--- src/rtl/if_fetch_pkg.sv ---
// ============================================================================
//  Module      : if_fetch_pkg
//  Description : Shared IF-stage constants: FSM encodings, NOP word, bus widths.
//  Revision    : 1.0 - initial release
// ============================================================================
`default_nettype none

package if_fetch_pkg;

    localparam int PC_BUS_W   = 32;
    localparam int IR_BUS_W   = 32;
    localparam int PERF_CNT_W = 16;

    localparam logic [1:0] IF_REQ   = 2'd0;
    localparam logic [1:0] IF_STALL = 2'd1;
    localparam logic [1:0] IF_DRAIN = 2'd2;

    localparam logic [IR_BUS_W-1:0] IF_NOP = '0;

endpackage

`default_nettype wire

--- src/rtl/if_perf_cnt.sv ---
// ============================================================================
//  Module      : if_perf_cnt
//  Description : Saturating stall / flush event counters for the fetch stage.
//  Revision    : 1.0 - initial release
// ============================================================================
`default_nettype none

module if_perf_cnt
    import if_fetch_pkg::*;
(
    input  logic                  clk,
    input  logic                  rst,
    input  logic                  i_stall,
    input  logic                  i_flush,
    output logic [PERF_CNT_W-1:0] o_stall_cnt,
    output logic [PERF_CNT_W-1:0] o_flush_cnt
);

    logic [PERF_CNT_W-1:0] stall_cnt_q, stall_cnt_d;
    logic [PERF_CNT_W-1:0] flush_cnt_q, flush_cnt_d;

    // Counters stick at all-ones rather than wrapping to zero
    always_comb begin
        stall_cnt_d = stall_cnt_q;
        flush_cnt_d = flush_cnt_q;
        if (i_stall && (stall_cnt_q != '1)) begin
            stall_cnt_d = stall_cnt_q + PERF_CNT_W'(1);
        end
        if (i_flush && (flush_cnt_q != '1)) begin
            flush_cnt_d = flush_cnt_q + PERF_CNT_W'(1);
        end
    end

    always_ff @(posedge clk or posedge rst) begin
        if (rst) begin
            stall_cnt_q <= '0;
            flush_cnt_q <= '0;
        end else begin
            stall_cnt_q <= stall_cnt_d;
            flush_cnt_q <= flush_cnt_d;
        end
    end

    assign o_stall_cnt = stall_cnt_q;
    assign o_flush_cnt = flush_cnt_q;

endmodule

`default_nettype wire

--- src/rtl/if_fetch.sv ---
// ============================================================================
//  Module      : if_fetch
//  Description : Instruction-fetch stage: PC, single-outstanding imem request,
//                stall buffer and branch redirect. Optional perf counters are
//                built when IF_PERF_CNT_EN is defined.
//  Revision    : 1.0 - initial release
// ============================================================================
`default_nettype none

module if_fetch
    import if_fetch_pkg::*;
#(
    parameter int               PC_W     = PC_BUS_W,
    parameter int               INSTR_W  = IR_BUS_W,
    parameter logic [PC_W-1:0]  RESET_PC = '0,
    parameter int               PC_STEP  = 1
) (
    input  logic                  clk,
    input  logic                  rst,
    input  logic                  wait_ID,
    input  logic                  jp_taken,
    input  logic [PC_W-1:0]       jp_target,
    output logic                  imem_req,
    output logic [PC_W-1:0]       imem_addr,
    input  logic                  imem_valid,
    input  logic [INSTR_W-1:0]    imem_data,
    output logic [INSTR_W-1:0]    IR,
    output logic                  ir_valid,
    output logic [PC_W-1:0]       ir_pc
`ifdef IF_PERF_CNT_EN
   ,output logic [PERF_CNT_W-1:0] stall_cnt,
    output logic [PERF_CNT_W-1:0] flush_cnt
`endif
);

    logic [1:0]         state_q,     state_d;
    logic               imem_req_q,  imem_req_d;
    logic [PC_W-1:0]    imem_addr_q, imem_addr_d;
    logic [INSTR_W-1:0] ir_q,        ir_d;
    logic               ir_valid_q,  ir_valid_d;
    logic [PC_W-1:0]    ir_pc_q,     ir_pc_d;
    logic [INSTR_W-1:0] pend_data_q, pend_data_d;
    logic [PC_W-1:0]    pend_addr_q, pend_addr_d;
    logic               pend_v_q,    pend_v_d;
    logic [PC_W-1:0]    tgt_q,       tgt_d;
    logic               w_accept;

    assign w_accept = imem_req_q & imem_valid;

    always_comb begin
        state_d     = state_q;
        imem_req_d  = imem_req_q;
        imem_addr_d = imem_addr_q;
        ir_d        = ir_q;
        ir_valid_d  = ir_valid_q;
        ir_pc_d     = ir_pc_q;
        pend_data_d = pend_data_q;
        pend_addr_d = pend_addr_q;
        pend_v_d    = pend_v_q;
        tgt_d       = tgt_q;

        if (jp_taken) begin
            ir_d       = INSTR_W'(IF_NOP);
            ir_valid_d = 1'b0;
            pend_v_d   = 1'b0;
            // With no request in flight we can retarget now; otherwise the
            // outstanding access must complete before the address may move.
            if ((state_q == IF_STALL) || w_accept) begin
                imem_addr_d = jp_target;
                imem_req_d  = 1'b1;
                state_d     = IF_REQ;
            end else begin
                tgt_d   = jp_target;
                state_d = IF_DRAIN;
            end
        end else begin
            case (state_q)
                IF_REQ: begin
                    if (w_accept) begin
                        imem_addr_d = imem_addr_q + PC_W'(PC_STEP);
                        if (wait_ID) begin
                            pend_data_d = imem_data;
                            pend_addr_d = imem_addr_q;
                            pend_v_d    = 1'b1;
                            imem_req_d  = 1'b0;
                            state_d     = IF_STALL;
                        end else begin
                            ir_d       = imem_data;
                            ir_pc_d    = imem_addr_q;
                            ir_valid_d = 1'b1;
                        end
                    end else if (!wait_ID) begin
                        ir_valid_d = 1'b0;
                    end
                end
                IF_STALL: begin
                    if (!wait_ID && pend_v_q) begin
                        ir_d       = pend_data_q;
                        ir_pc_d    = pend_addr_q;
                        ir_valid_d = 1'b1;
                        pend_v_d   = 1'b0;
                        imem_req_d = 1'b1;
                        state_d    = IF_REQ;
                    end
                end
                IF_DRAIN: begin
                    if (w_accept) begin
                        imem_addr_d = tgt_q;
                        state_d     = IF_REQ;
                    end
                end
                default: begin
                    state_d = IF_REQ;
                end
            endcase
        end
    end

    always_ff @(posedge clk or posedge rst) begin
        if (rst) begin
            state_q     <= IF_REQ;
            imem_req_q  <= 1'b1;
            imem_addr_q <= RESET_PC;
            ir_q        <= INSTR_W'(IF_NOP);
            ir_valid_q  <= 1'b0;
            ir_pc_q     <= '0;
            pend_data_q <= '0;
            pend_addr_q <= '0;
            pend_v_q    <= 1'b0;
            tgt_q       <= '0;
        end else begin
            state_q     <= state_d;
            imem_req_q  <= imem_req_d;
            imem_addr_q <= imem_addr_d;
            ir_q        <= ir_d;
            ir_valid_q  <= ir_valid_d;
            ir_pc_q     <= ir_pc_d;
            pend_data_q <= pend_data_d;
            pend_addr_q <= pend_addr_d;
            pend_v_q    <= pend_v_d;
            tgt_q       <= tgt_d;
        end
    end

    assign imem_req  = imem_req_q;
    assign imem_addr = imem_addr_q;
    assign IR        = ir_q;
    assign ir_valid  = ir_valid_q;
    assign ir_pc     = ir_pc_q;

`ifdef IF_PERF_CNT_EN
    if_perf_cnt u_perf_cnt (
        .clk         (clk),
        .rst         (rst),
        .i_stall     (wait_ID),
        .i_flush     (jp_taken),
        .o_stall_cnt (stall_cnt),
        .o_flush_cnt (flush_cnt)
    );
`endif

endmodule

`default_nettype wire
--- config.mk ---
export PLATFORM = sky130hd
export DESIGN_NAME = if_fetch
export DESIGN_NICKNAME = d
export VERILOG_FILES = /design/src/rtl/if_fetch_pkg.sv /design/src/rtl/if_perf_cnt.sv /design/src/rtl/if_fetch.sv
export SDC_FILE = /design/constraint.sdc
export NUM_CORES = 1
export LEC_CHECK = 0
export CAP_MARGIN = 10
export CORE_MARGIN = 8
export CORE_UTILIZATION = 41
export CTS_CLUSTER_DIAMETER = 120
export CTS_CLUSTER_SIZE = 10
export DETAILED_ROUTE_END_ITERATION = 8
export GPL_ROUTABILITY_DRIVEN = 1
export PLACE_DENSITY = 0.67
export SLEW_MARGIN = 20
export SYNTH_ARGS = -nofsm -noshare
export SYNTH_HDL_FRONTEND = slang
export SYNTH_HIERARCHICAL = 1
export SYNTH_SLANG_ARGS = --single-unit
--- constraint.sdc ---
create_clock -name clk -period 9.46 [get_ports clk]
set_clock_uncertainty 0.2 [all_clocks]
set_input_delay 1.892 -clock clk [delete_from_list [all_inputs] [get_ports clk]]
set_output_delay 1.892 -clock clk [all_outputs]
set_load 0.005 [all_outputs]
---- After elaboration in Yosys (flattened, before gate mapping) ----
Cells that the tools add are included.
word-level totals
  register bits after elaboration ......... 197
  latch bits .............................. 0
  RAM bits ................................ 0
  bits in read-only memories .............. 0
  input port bits ......................... 69
  output and inout port bits .............. 98
  logic and storage cells ................. 78
  memories ................................ 0
operators by class
  add/sub/neg operators ................... 1
  multiply operators ...................... 0
  divide/modulo/power cells ............... 0
  $lt $le $gt $ge ......................... 0
  equal/unequal tests ..................... 11
  shift operators ......................... 0
  mux-type cells .......................... 37
  bitwise operators ....................... 3
  reduce and logical (&&, ||, !) cells .... 16
operators with widths
  cell                                                              count
  32-bit 2-to-1 mux                                                 11
  32-bit one-hot mux with 2 select lines                            3
  32-bit by 1-bit adder with 32-bit output (second input constant)  1
  4-bit AND reduction                                               5
  1-bit 2-to-1 mux                                                  13
  2-bit 2-to-1 mux                                                  6
  3-bit != test (second input constant)                             4
  5-bit AND reduction                                               2
  1-bit one-hot mux with 2 select lines                             3
  2-bit one-hot mux with 3 select lines                             1
  3-bit nonzero test                                                2
  2-bit by 1-bit != test with 1-bit output (second input constant)  2
  2-bit != test (second input constant)                             2
  3-bit by 2-bit != test with 1-bit output (second input constant)  1
  3-bit AND reduction                                               1
  2-bit by 1-bit == test with 1-bit output (second input constant)  1
  2-bit == test (second input constant)                             1
  2-bit logical NOT                                                 1
  1-bit NOT                                                         2
  2-bit AND reduction                                               1
  2-bit nonzero test                                                1
  1-bit AND                                                         1
  1-bit logical AND                                                 1
  1-bit logical NOT                                                 1
  1-bit logical OR                                                  1

---- Depth between registers and ports, before layout ----
Gate-level depths: netlist of the first run.
  depth in word-level cells ............... 5
  depth in mapped cells ................... 8
  mapped depth without buffers ............ 6

---- Worst setup path before layout of the first run ----
No wires, ideal clock.
  kind .................................... in2reg
  start point ............................. input imem_valid
  end point ............................... register pend_addr_q[10]
  setup time .............................. 125 ps
  arrival ................................. 3249 ps
  data required time ...................... 9135 ps
  setup slack ............................. 5886 ps
  cell stages on the path ................. 7
  path buffers ............................ 2
  cells stage by stage .................... and2_1 -> nand2_1 -> nor2_1 -> nand2_1 -> clkbuf_1 -> clkbuf_1 -> mux2_2
on the way
  longest elaborated chain between the ends .. 2
RTL lines
  what                           RTL line         text
  start, declared                if_fetch.sv:25   input logic imem_valid,
  1-bit AND                      if_fetch.sv:48   assign w_accept = imem_req_q & imem_valid;
  4-bit AND reduction (no line)  n/a
  end signal, assigned           if_fetch.sv:139  pend_addr_q <= pend_addr_d;
  end, declared                  if_fetch.sv:43   logic [PC_W-1:0] pend_addr_q, pend_addr_d;
No other way between the ends.
A chain may end at the register's enable or synchronous reset.

---- Worst setup path in the final report of the first run ----
  start point ............................. input jp_taken
  end point ............................... register pend_addr_q[12]
on the way
  longest elaborated chain between the ends .. 2
RTL lines
  what                           RTL line        text
  start, declared                if_fetch.sv:21  input logic jp_taken,
  1-bit NOT (no line)            n/a
  4-bit AND reduction (no line)  n/a
No other way between the ends.

==> metrics.csv, run 1 <==
metric;value;unit
post-cts-setup-buffers;0;
area_of_the_mapped_netlist;9310;sq um
hpwlAfterDp;16.4;mm
power_per_cell_area;264;nW/um^2
route.detailed.wl_per_inst;18.3;um
layout.filler_cells;2017;
timing.rr.end;tgt_q[28];
boundaryPins;167;
port_buffer_count;166;
worst_hold_path_type;reg -> reg;
timing.final.crit_share;44.5;%
cts_repair_resize_count;0;
postSynthRegisterBits;197;
detailed_routing_iterations_pass_1;5;
tritoncts_clock_tree;yes;
drt_drc_violations_left;0;
initial_utilization;41.5;%
post-route-min-period;4210;ps
status;complete, no violations;
design.core.area;22400;sq um
worstHoldStart;IR[9];
drv_cap;0;
async_flop_share;100;%
synthesis.yosys.warnings;6;
tritoncts.num_buffers;17;
grt_overflow;0;
drt_iter0_markers;567;
vdd_ir_drop_max;121;uV
areaGrowthSynthToFinish;26.6;%
rr_startpoint;state_q[1];
netlist.area_leader.share;52.7;%
gp_congestion;0.838;
ff2ff_setup_slack;6270;ps
cts.reportedPaths.clkPinSlew;80;ps
hold_viol_final;0;
nets;1096;
die_x;167;um
synth_seq_area_share;53.0;%
clock_tree.buffer_depth;2;
actual_slew_at_the_worst_max_slew_pin;948;ps
number_of_cell_instances_on_the_worst_register_to_register_path;4;
cts-hold-fix-buffers;0;
critPathSlowestCell;sky130_fd_sc_hd__buf_4;
grt_max_degree;104;
timing.setup.tns;0;ps
final.setup.worst_slack;5250;ps
route.antenna.remaining_nets;0;
critical_path_arrival;4330;ps
synth_cells;902;
path_class;in -> reg;
vias;7317;
maxSlewHeadroom;36.8;%
critical_path_required;9580;ps
seq_area;4930;sq um
global_route_wire_length_before_repair;38.9;mm
post_synth.cell_area_avg;10.3;sq um
clk-insertion-delay-late;430;ps
kind_of_start_point_of_the_critical_path;input pin;
pre_cts_ws;4850;ps
drive_above_1_share;14.7;%
worstSetupPathDepth;6;
cp_top_family;buffers and inverters;
total_leakage_power;5.16;nW
synth.largest_area_cell;sky130_fd_sc_hd__dfrtp_1;
grt_usage;17.3;%
netlist-cell-type-count;55;
htree_num_levels;4;
critPathBufInv;3;
synth_flop_cell;sky130_fd_sc_hd__dfrtp_1;
grt_antenna_before_repair;3;
fin_worst_hold_slack;283;ps
slew_viol_final;0;
numClockSinks;197;
design.die.area;27800;sq um
synth_fp_nets;972;
cts-root-buf;sky130_fd_sc_hd__clkbuf_16;
via_per_inst;5.52;
floorplan.rows;55;
rsz_0062_raised_after_global_routing;false;
grt_pass1_vias;7019;
max_stage_delay;740;ps
drt-total-wl;24.3;mm
post_synth_main_area_contributors;sky130_fd_sc_hd__dfrtp_1 53%, sky130_fd_sc_hd__mux2_2 12%, sky130_fd_sc_hd__nand2_1 5.0%;
setup-violations-final;0;
synth_enable_flop_cells;0;
hold-path-cell-count;2;
timing.fmax;0.238;GHz
critical_path_cell_list;buf_2 -> buf_4 -> nor2_1 -> nand2_2 -> buf_4 -> mux2_2;
worst_path_most_repeated_cell;sky130_fd_sc_hd__buf_4;
dieHeight;167;um
crit_fanout;81;
worst_hold_path.endpoint;IR[9];
multiInputGateArea;4070;sq um
crit_path_end_kind;register;
## synth_stat cells, drive strengths merged (3+ instances only)
cell type and count:
dfrtp 196, nand2 125, mux2 96, nor2 76
clkbuf 56, a21oi 51, o21ai 43, o31ai 35
mux2i 34, a31oi 31, nand3 17, buf 16
and3 15, inv 15, nand4 10, nor3 7
nor4 7, a41oi 6, o22ai 6, a211oi 5
nand2b 5, nor2b 4, xor2 4, a21o 3
o211ai 3, o221ai 3, o31a 3, xnor2 3
## placed cells by master (no fill, tap or decap), types with 9 or more instances in the layout
master | Yosys | layout
sky130_fd_sc_hd__o21ai_0 | 42 | 42
sky130_fd_sc_hd__a21oi_1 | 51 | 51
sky130_fd_sc_hd__clkbuf_16 | 0 | 17
sky130_fd_sc_hd__dfrtp_1 | 196 | 196
sky130_fd_sc_hd__nand2_1 | 125 | 124
sky130_fd_sc_hd__inv_1 | 15 | 14
sky130_fd_sc_hd__mux2_2 | 96 | 96
sky130_fd_sc_hd__nand3_1 | 17 | 17
sky130_fd_sc_hd__nand4_1 | 9 | 9
sky130_fd_sc_hd__buf_4 | 0 | 10
sky130_fd_sc_hd__nor2_1 | 76 | 76
sky130_fd_sc_hd__clkdlybuf4s50_1 | 0 | 165
sky130_fd_sc_hd__mux2i_1 | 34 | 34
sky130_fd_sc_hd__and3_1 | 15 | 15
sky130_fd_sc_hd__o31ai_1 | 35 | 35
sky130_fd_sc_hd__a31oi_1 | 31 | 31
## flip-flops by register name, summed over array words and instances, names as in the netlist
name and cells:
IR 32, imem_addr 32, ir_pc 32, pend_addr_q 32, pend_data_q 32, tgt_q 32, state_q 2, imem_req 1
ir_valid 1, pend_v_q 1
## report_power, final
group / switching, mW / internal, mW
sequential: 0.274 / 1.14
clock: 0.365 / 0.381
combinational: 0.402 / 0.553
total: 1.04 / 2.08
## logic make-up (layout without fill, tap and decap cells)
group / count (synthesis) / after routing / synth area share [%]
flip-flops: 197 / 197 / 53.0
buffers and inverters: 87 / 224 / 3.67
adder cells (fa/ha/maj): 1 / 1 / 0.134
XOR/XNOR: 7 / 7 / 0.659
AND/OR/NAND/NOR: 272 / 272 / 13.2
multiplexers: 130 / 130 / 15.3
AO/OA/AOI/OAI: 208 / 208 / 14.2
other: 0 / 1 / 0
## per-stage QoR
step	area [sq um]	power (mW)	util, %	std cells
finish	11800	3.12	52.5	1325
global route	11800	3.31	52.5	1324
CTS	11800	3.14	52.4	1323
detailed placement	11200	2.40	49.7	1291
global placement	11200	2.37	49.7	1291
floorplan	9310	1.88	-	902
## worst min-delay path, delay by kind of cell (launching register included)
family	cells	cell delay, ps
flops	1	350
simple gates	1	50
compound gates	1	50
## layer usage
layer	track usage (%)	up-vias	wire, um	share of wire, %
met2	25.8	247	10700	44
met1	23.3	3552	11300	47
met3	5.93	33	1830	7.6
li1	-	3481	-	-
met5	0	-	19	0.078
met4	5.56	4	415	1.7
## worst max path at each step
stage	end	startpoint
final	pend_addr_q[12]	jp_taken
after global routing	pend_addr_q[7]	jp_taken
after CTS	pend_addr_q[12]	jp_taken
after detailed placement	pend_addr_q[28]	jp_taken
after global placement	pend_addr_q[24]	jp_taken
after floorplan	IR[0]	rst
## area by class of cell
cell class	count	share of cell area, %
Sequential cell	197	41.8
Antenna cell	1	0.0212
Multi-Input combinational cell	618	34.5
Clock inverter	15	1.53
Tap cell	285	3.03
Inverter	15	0.541
Clock buffer	17	3.61
Timing Repair Buffer	177	14.9
(Power assumes the default switching activity.)
==> run 2: changes to the inputs <==
clock period = 4.3 ns   (was 9.46 ns; I/O delays follow)
==> metrics.csv, run 2 (same netlist as run 1, synthesis figures left out) <==
metric;value;unit;change
cts_repair_resize_count;0;;unchanged
dieHeight;167;um;unchanged
via_per_inst;5.49;;-0.61%
drv_cap;0;;unchanged
numClockSinks;197;;unchanged
fin_worst_hold_slack;280;ps;-2.94 ps
slew_viol_final;0;;unchanged
totalPowerFinal;6.80;mW;+120%
detailed_routing_iterations_pass_1;5;;unchanged
max_stage_delay;670;ps;-70 ps
postLayoutCellArea;11800;sq um;+0.34%
cts-root-buf;sky130_fd_sc_hd__clkbuf_16;;
port_buffer_count;166;;unchanged
global_route_wire_length_before_repair;39.8;mm;+2.2%
drt_drc_violations_left;0;;unchanged
crit_path_end_kind;register;;
number_of_cell_instances_on_the_worst_register_to_register_path;6;;+2
critical_path_required;4410;ps;-5170 ps
areaGrowthSynthToFinish;27.0;%;
kind_of_start_point_of_the_critical_path;register;;
rsz_0062_raised_after_global_routing;false;;
final_cell_mix;196 x sky130_fd_sc_hd__dfrtp_1, 165 x sky130_fd_sc_hd__clkdlybuf4s50_1, 124 x sky130_fd_sc_hd__nand2_1, 96 x sky130_fd_sc_hd__mux2_2, 76 x sky130_fd_sc_hd__nor2_1;;
hpwlAfterDp;17.0;mm;+3.1%
timing.fmax;0.346;GHz;
rr_startpoint;imem_addr[0];;
grt_usage;17.7;%;+0.38 points
timing.setup.tns;0;ps;unchanged
power.net_switching;2.29;mW;+120%
worstHoldStart;IR[30];;
initial_utilization;41.5;%;unchanged
drt-total-wl;24.7;mm;+1.7%
clk-insertion-delay-late;430;ps;about the same
drive_above_1_share;15.1;%;+0.41 points
path_class;reg -> reg;;
post-route-min-period;2890;ps;
boundaryPins;167;;unchanged
total_leakage_power;5.17;nW;+0.28%
grt_max_degree;66;;-37%
crit_fanout;11;;-86%
vdd_ir_drop_max;283;uV;+130%
critPathLaunch;imem_addr[0];;
timing.rr.end;imem_addr[18];;
die_x;167;um;unchanged
switching_share;33.6;%;+0.24 points
ff2ff_setup_slack;1410;ps;-4860 ps
critical_path_cell_list;ha_1 -> nand3_1 -> nor4_2 -> nand3_1 -> a31o_2 -> a32o_1;;
actual_slew_at_the_worst_max_slew_pin;1100;ps;+156 ps
htree_num_levels;4;;unchanged
worst_hold_path_type;reg -> reg;;
gp_congestion;0.846;;+0.97%
grt_pass1_vias;7349;;+4.7%
design.die.area;27800;sq um;unchanged
detailed_place.area;11200;sq um;+0.82%
comb_power_share;31.0;%;+0.4 points
route.detailed.wl_per_inst;18.6;um;+1.3%
drt_iter0_markers;571;;+0.71%
grt_overflow;0;;unchanged
cts-hold-fix-buffers;0;;unchanged
worst_hold_path.endpoint;IR[30];;
floorplan.rows;55;;unchanged
numPlacedInstances;1297;;+0.46%
status;complete, no violations;;
maxSlewHeadroom;26.2;%;-11 points
critPathBufInv;0;;-3
critical_path_arrival;3000;ps;-1330 ps
post_layout_nonfiller_instances;1330;;+0.38%
setup-violations-final;0;;unchanged
power.share.clock;23.0;%;-0.9 points
p_int;4.51;mW;+120%
power_per_cell_area;575;nW/um^2;+120%
seq_power_share;46.0;%;+0.6 points
grt_antenna_before_repair;2;;-1
critPathSlowestCell;sky130_fd_sc_hd__dfrtp_1;;
commonest_non_fill_non_tap_cell_in_the_layout;sky130_fd_sc_hd__dfrtp_1;;
worst_path_most_repeated_cell;sky130_fd_sc_hd__nand3_1;;
cts.reportedPaths.clkPinSlew;80;ps;about the same
nets;1101;;+0.46%
cp_top_family;simple AND/OR/NAND/NOR gates;;
design.core.area;22400;sq um;unchanged
post-cts-setup-buffers;0;;unchanged
vias;7300;;-0.23%
clock_tree.buffer_depth;2;;unchanged
tritoncts.num_buffers;17;;unchanged
hold_viol_final;0;;unchanged
route.antenna.remaining_nets;0;;unchanged
timing.final.crit_share;67.2;%;
tritoncts_clock_tree;yes;;
hold-path-cell-count;2;;unchanged
run 2: cell types whose count changed in the layout (fill, tap and decap cells not counted):
cell / previous run / this run
sky130_fd_sc_hd__inv_8: 5 / 2
sky130_fd_sc_hd__buf_16: 1 / 0
sky130_fd_sc_hd__clkinv_4: 1 / 2
sky130_fd_sc_hd__bufinv_16: 1 / 0
sky130_fd_sc_hd__clkinvlp_4: 1 / 3
sky130_fd_sc_hd__buf_4: 10 / 12
sky130_fd_sc_hd__clkinv_2: 1 / 0
sky130_fd_sc_hd__buf_12: 0 / 4
sky130_fd_sc_hd__inv_6: 4 / 6
run 2: per-layer routing:
metal / up-vias / GRT usage [%] / part of all wire, %
met5: - / 0 / 0.053
met4: 2 / 5.84 / 1.3
met3: 26 / 5.79 / 7.9
met2: 232 / 28.0 / 46
met1: 3554 / 22.7 / 45
li1: 3486 / - / -
run 2: cell type report:
cell class | count | area, sq um
antenna | 1 | 2.50
inverter | 15 | 60.1
clock buffer | 17 | 425
timing repair buffer | 182 | 1830
tap | 285 | 357
multi-input combinational | 618 | 4070
fill | 2005 | 10600
clock inverter | 15 | 156
sequential | 197 | 4930
run 2: how the worst max path moves through the flow:
stage | to | cells past startpoint
global placement | IR[19] | 6
floorplan | IR[0] | 1
global route | imem_addr[11] | 5
CTS | imem_addr[18] | 6
detailed placement | imem_addr[6] | 7
finish | imem_addr[18] | 6
run 2: per-stage QoR:
step,worst slack [ps],util (%)
after detailed placement,1260,50.1
after global routing,1230,52.7
after global placement,1320,50.1
after CTS,1450,52.7
after floorplan,694,-
final,1410,52.7
run 2: power by group through the flow:
stage | sequential [mW] | combinational [mW] | clock, mW
floorplan | 2.94 | 1.19 | 0
CTS | 3.12 | 2.14 | 1.61
detailed placement | 3.15 | 2.14 | 0
finish | 3.13 | 2.11 | 1.57
global placement | 3.13 | 2.08 | 0
global route | 3.23 | 2.34 | 1.68
run 2: tightest hold or removal path: stages (launching register included):
cell                      delay, ps
sky130_fd_sc_hd__dfrtp_1        350
sky130_fd_sc_hd__nand2_1         50
sky130_fd_sc_hd__o31ai_1         50
==> run 3: changes to the inputs <==
clock period = 3 ns   (was 4.3 ns; I/O delays follow)
==> metrics.csv, run 3 (same netlist as run 1, synthesis figures left out) <==
metric;value;unit;change
worst_hold_path_type;reg -> reg;;
commonest_non_fill_non_tap_cell_in_the_layout;sky130_fd_sc_hd__dfrtp_1;;
design.core.area;22400;sq um;unchanged
grt_max_degree;84;;+27%
route.detailed.wl_per_inst;18.4;um;-1.1%
gp_congestion;0.828;;-2.2%
cp_top_family;flip-flops;;
drv_cap;0;;unchanged
actual_slew_at_the_worst_max_slew_pin;593;ps;-511 ps
grt_antenna_before_repair;4;;+2
path_class;reg -> out;;
critical_path_required;2200;ps;-2210 ps
nets;1119;;+1.6%
post-route-min-period;2500;ps;
grt_usage;17.8;%;+0.081 points
timing.final.crit_share;83.2;%;
dieHeight;167;um;unchanged
power_per_cell_area;822;nW/um^2;+43%
rsz_0062_raised_after_global_routing;false;;
critPathSlowestCell;sky130_fd_sc_hd__dfrtp_1;;
tritoncts_clock_tree;yes;;
setup-violations-final;0;;unchanged
total_leakage_power;5.27;nW;+1.9%
kind_of_start_point_of_the_critical_path;register;;
floorplan.rows;55;;unchanged
cts-hold-fix-buffers;0;;unchanged
critical_path_arrival;1700;ps;-1300 ps
grt_overflow;0;;unchanged
timing.setup.tns;0;ps;unchanged
boundaryPins;167;;unchanged
timing.fmax;0.400;GHz;
via_per_inst;5.53;;+0.71%
numClockSinks;197;;unchanged
finalCoreUtilization;53.5;%;+0.74 points
clk-insertion-delay-late;430;ps;about the same
initial_utilization;41.5;%;unchanged
cts_repair_resize_count;0;;unchanged
clock_tree.buffer_depth;2;;unchanged
crit_path_end_kind;output port;;
post-cts-setup-buffers;0;;unchanged
vdd_ir_drop_max;396;uV;+40%
design.die.area;27800;sq um;unchanged
antennaDiodeCount;0;;-1
areaGrowthSynthToFinish;28.8;%;
hold_viol_final;0;;unchanged
layout.filler_cells;2006;;+0.050%
drt_iter0_markers;566;;-0.88%
critPathBufInv;1;;+1
slew_viol_final;0;;unchanged
drt-total-wl;24.7;mm;+0.18%
die_x;167;um;unchanged
htree_num_levels;4;;unchanged
status;complete, no violations;;
maxSlewHeadroom;60.1;%;+34 points
detailed_routing_iterations_pass_1;5;;unchanged
hpwlAfterDp;17.3;mm;+2.3%
drive_above_1_share;16.5;%;+1.3 points
max_stage_delay;660;ps;about the same
crit_fanout;11;;unchanged
cts.reportedPaths.clkPinSlew;80;ps;about the same
cts-root-buf;sky130_fd_sc_hd__clkbuf_16;;
critical_path_cell_list;clkdlybuf4s50_1;;
totalPowerFinal;9.85;mW;+45%
port_buffer_count;166;;unchanged
final_cell_mix;196 x sky130_fd_sc_hd__dfrtp_1, 165 x sky130_fd_sc_hd__clkdlybuf4s50_1, 124 x sky130_fd_sc_hd__nand2_1, 96 x sky130_fd_sc_hd__mux2_2, 76 x sky130_fd_sc_hd__nor2_1;;
grt_pass1_vias;7302;;-0.64%
global_route_wire_length_before_repair;40.0;mm;+0.54%
tritoncts.num_buffers;17;;unchanged
route.antenna.remaining_nets;0;;unchanged
vias;7446;;+2.0%
drt_drc_violations_left;0;;unchanged
-- run 3: path summary, 6_finish.rpt --
| kind | start | to | slack (ps) | cells past startpoint |
|---|---|---|---|---|
| worst min register to register | IR[4] | IR[4] | 290 | 2 |
| worst max-delay path | imem_addr[7] | imem_addr[7] | 500 | 1 |
| max in group asynchronous | rst | pend_data_q[28] | 1550 | 3 |
| min in group asynchronous | rst | ir_pc[2] | 300 | 2 |
| worst max register to register | imem_addr[4] | imem_addr[26] | 550 | 5 |
| worst min-delay path | IR[4] | IR[4] | 290 | 2 |
-- run 3: metrics by stage --
stage                     area, sq um  instances  hold WS (ps)  worst slack, ps
after floorplan                  9310        902           271             -346
after global placement          11400       1315           261              380
after detailed placement        11400       1315           271              272
after CTS                       12000       1347           257              473
after global routing            12000       1347           304              278
final                           12000       1347           292              503
-- run 3: worst reg2reg max path: cells and delay by family (launching register included) --
family	cells	cell delay [ps]
flops	1	530
compound gates	2	600
simple gates	3	1060
-- run 3: cell type report --
cell class,instances,area [sq um],area share [%]
repair buffers,200,1990,16.6
clock buffers,18,429,3.58
flip-flops and latches,197,4930,41.1
clock inverters,14,160,1.34
multi-input cells,618,4070,33.9
well taps,285,357,2.97
inverters,15,60.1,0.501
-- run 3: layer usage --
layer / wire length (um) / track usage, %
met4: 488 / 5.84
met5: 46 / 0
met2: 11200 / 27.4
met1: 10800 / 23.0
met3: 2120 / 6.43
-- run 3: power by group --
| group | leakage (nW) | internal, mW | switching [mW] |
|---|---|---|---|
| logic | 2.52 | 1.83 | 1.37 |
| registers | 2.47 | 3.60 | 0.790 |
| clock network | 0.280 | 1.12 | 1.14 |
| total | 5.27 | 6.56 | 3.30 |
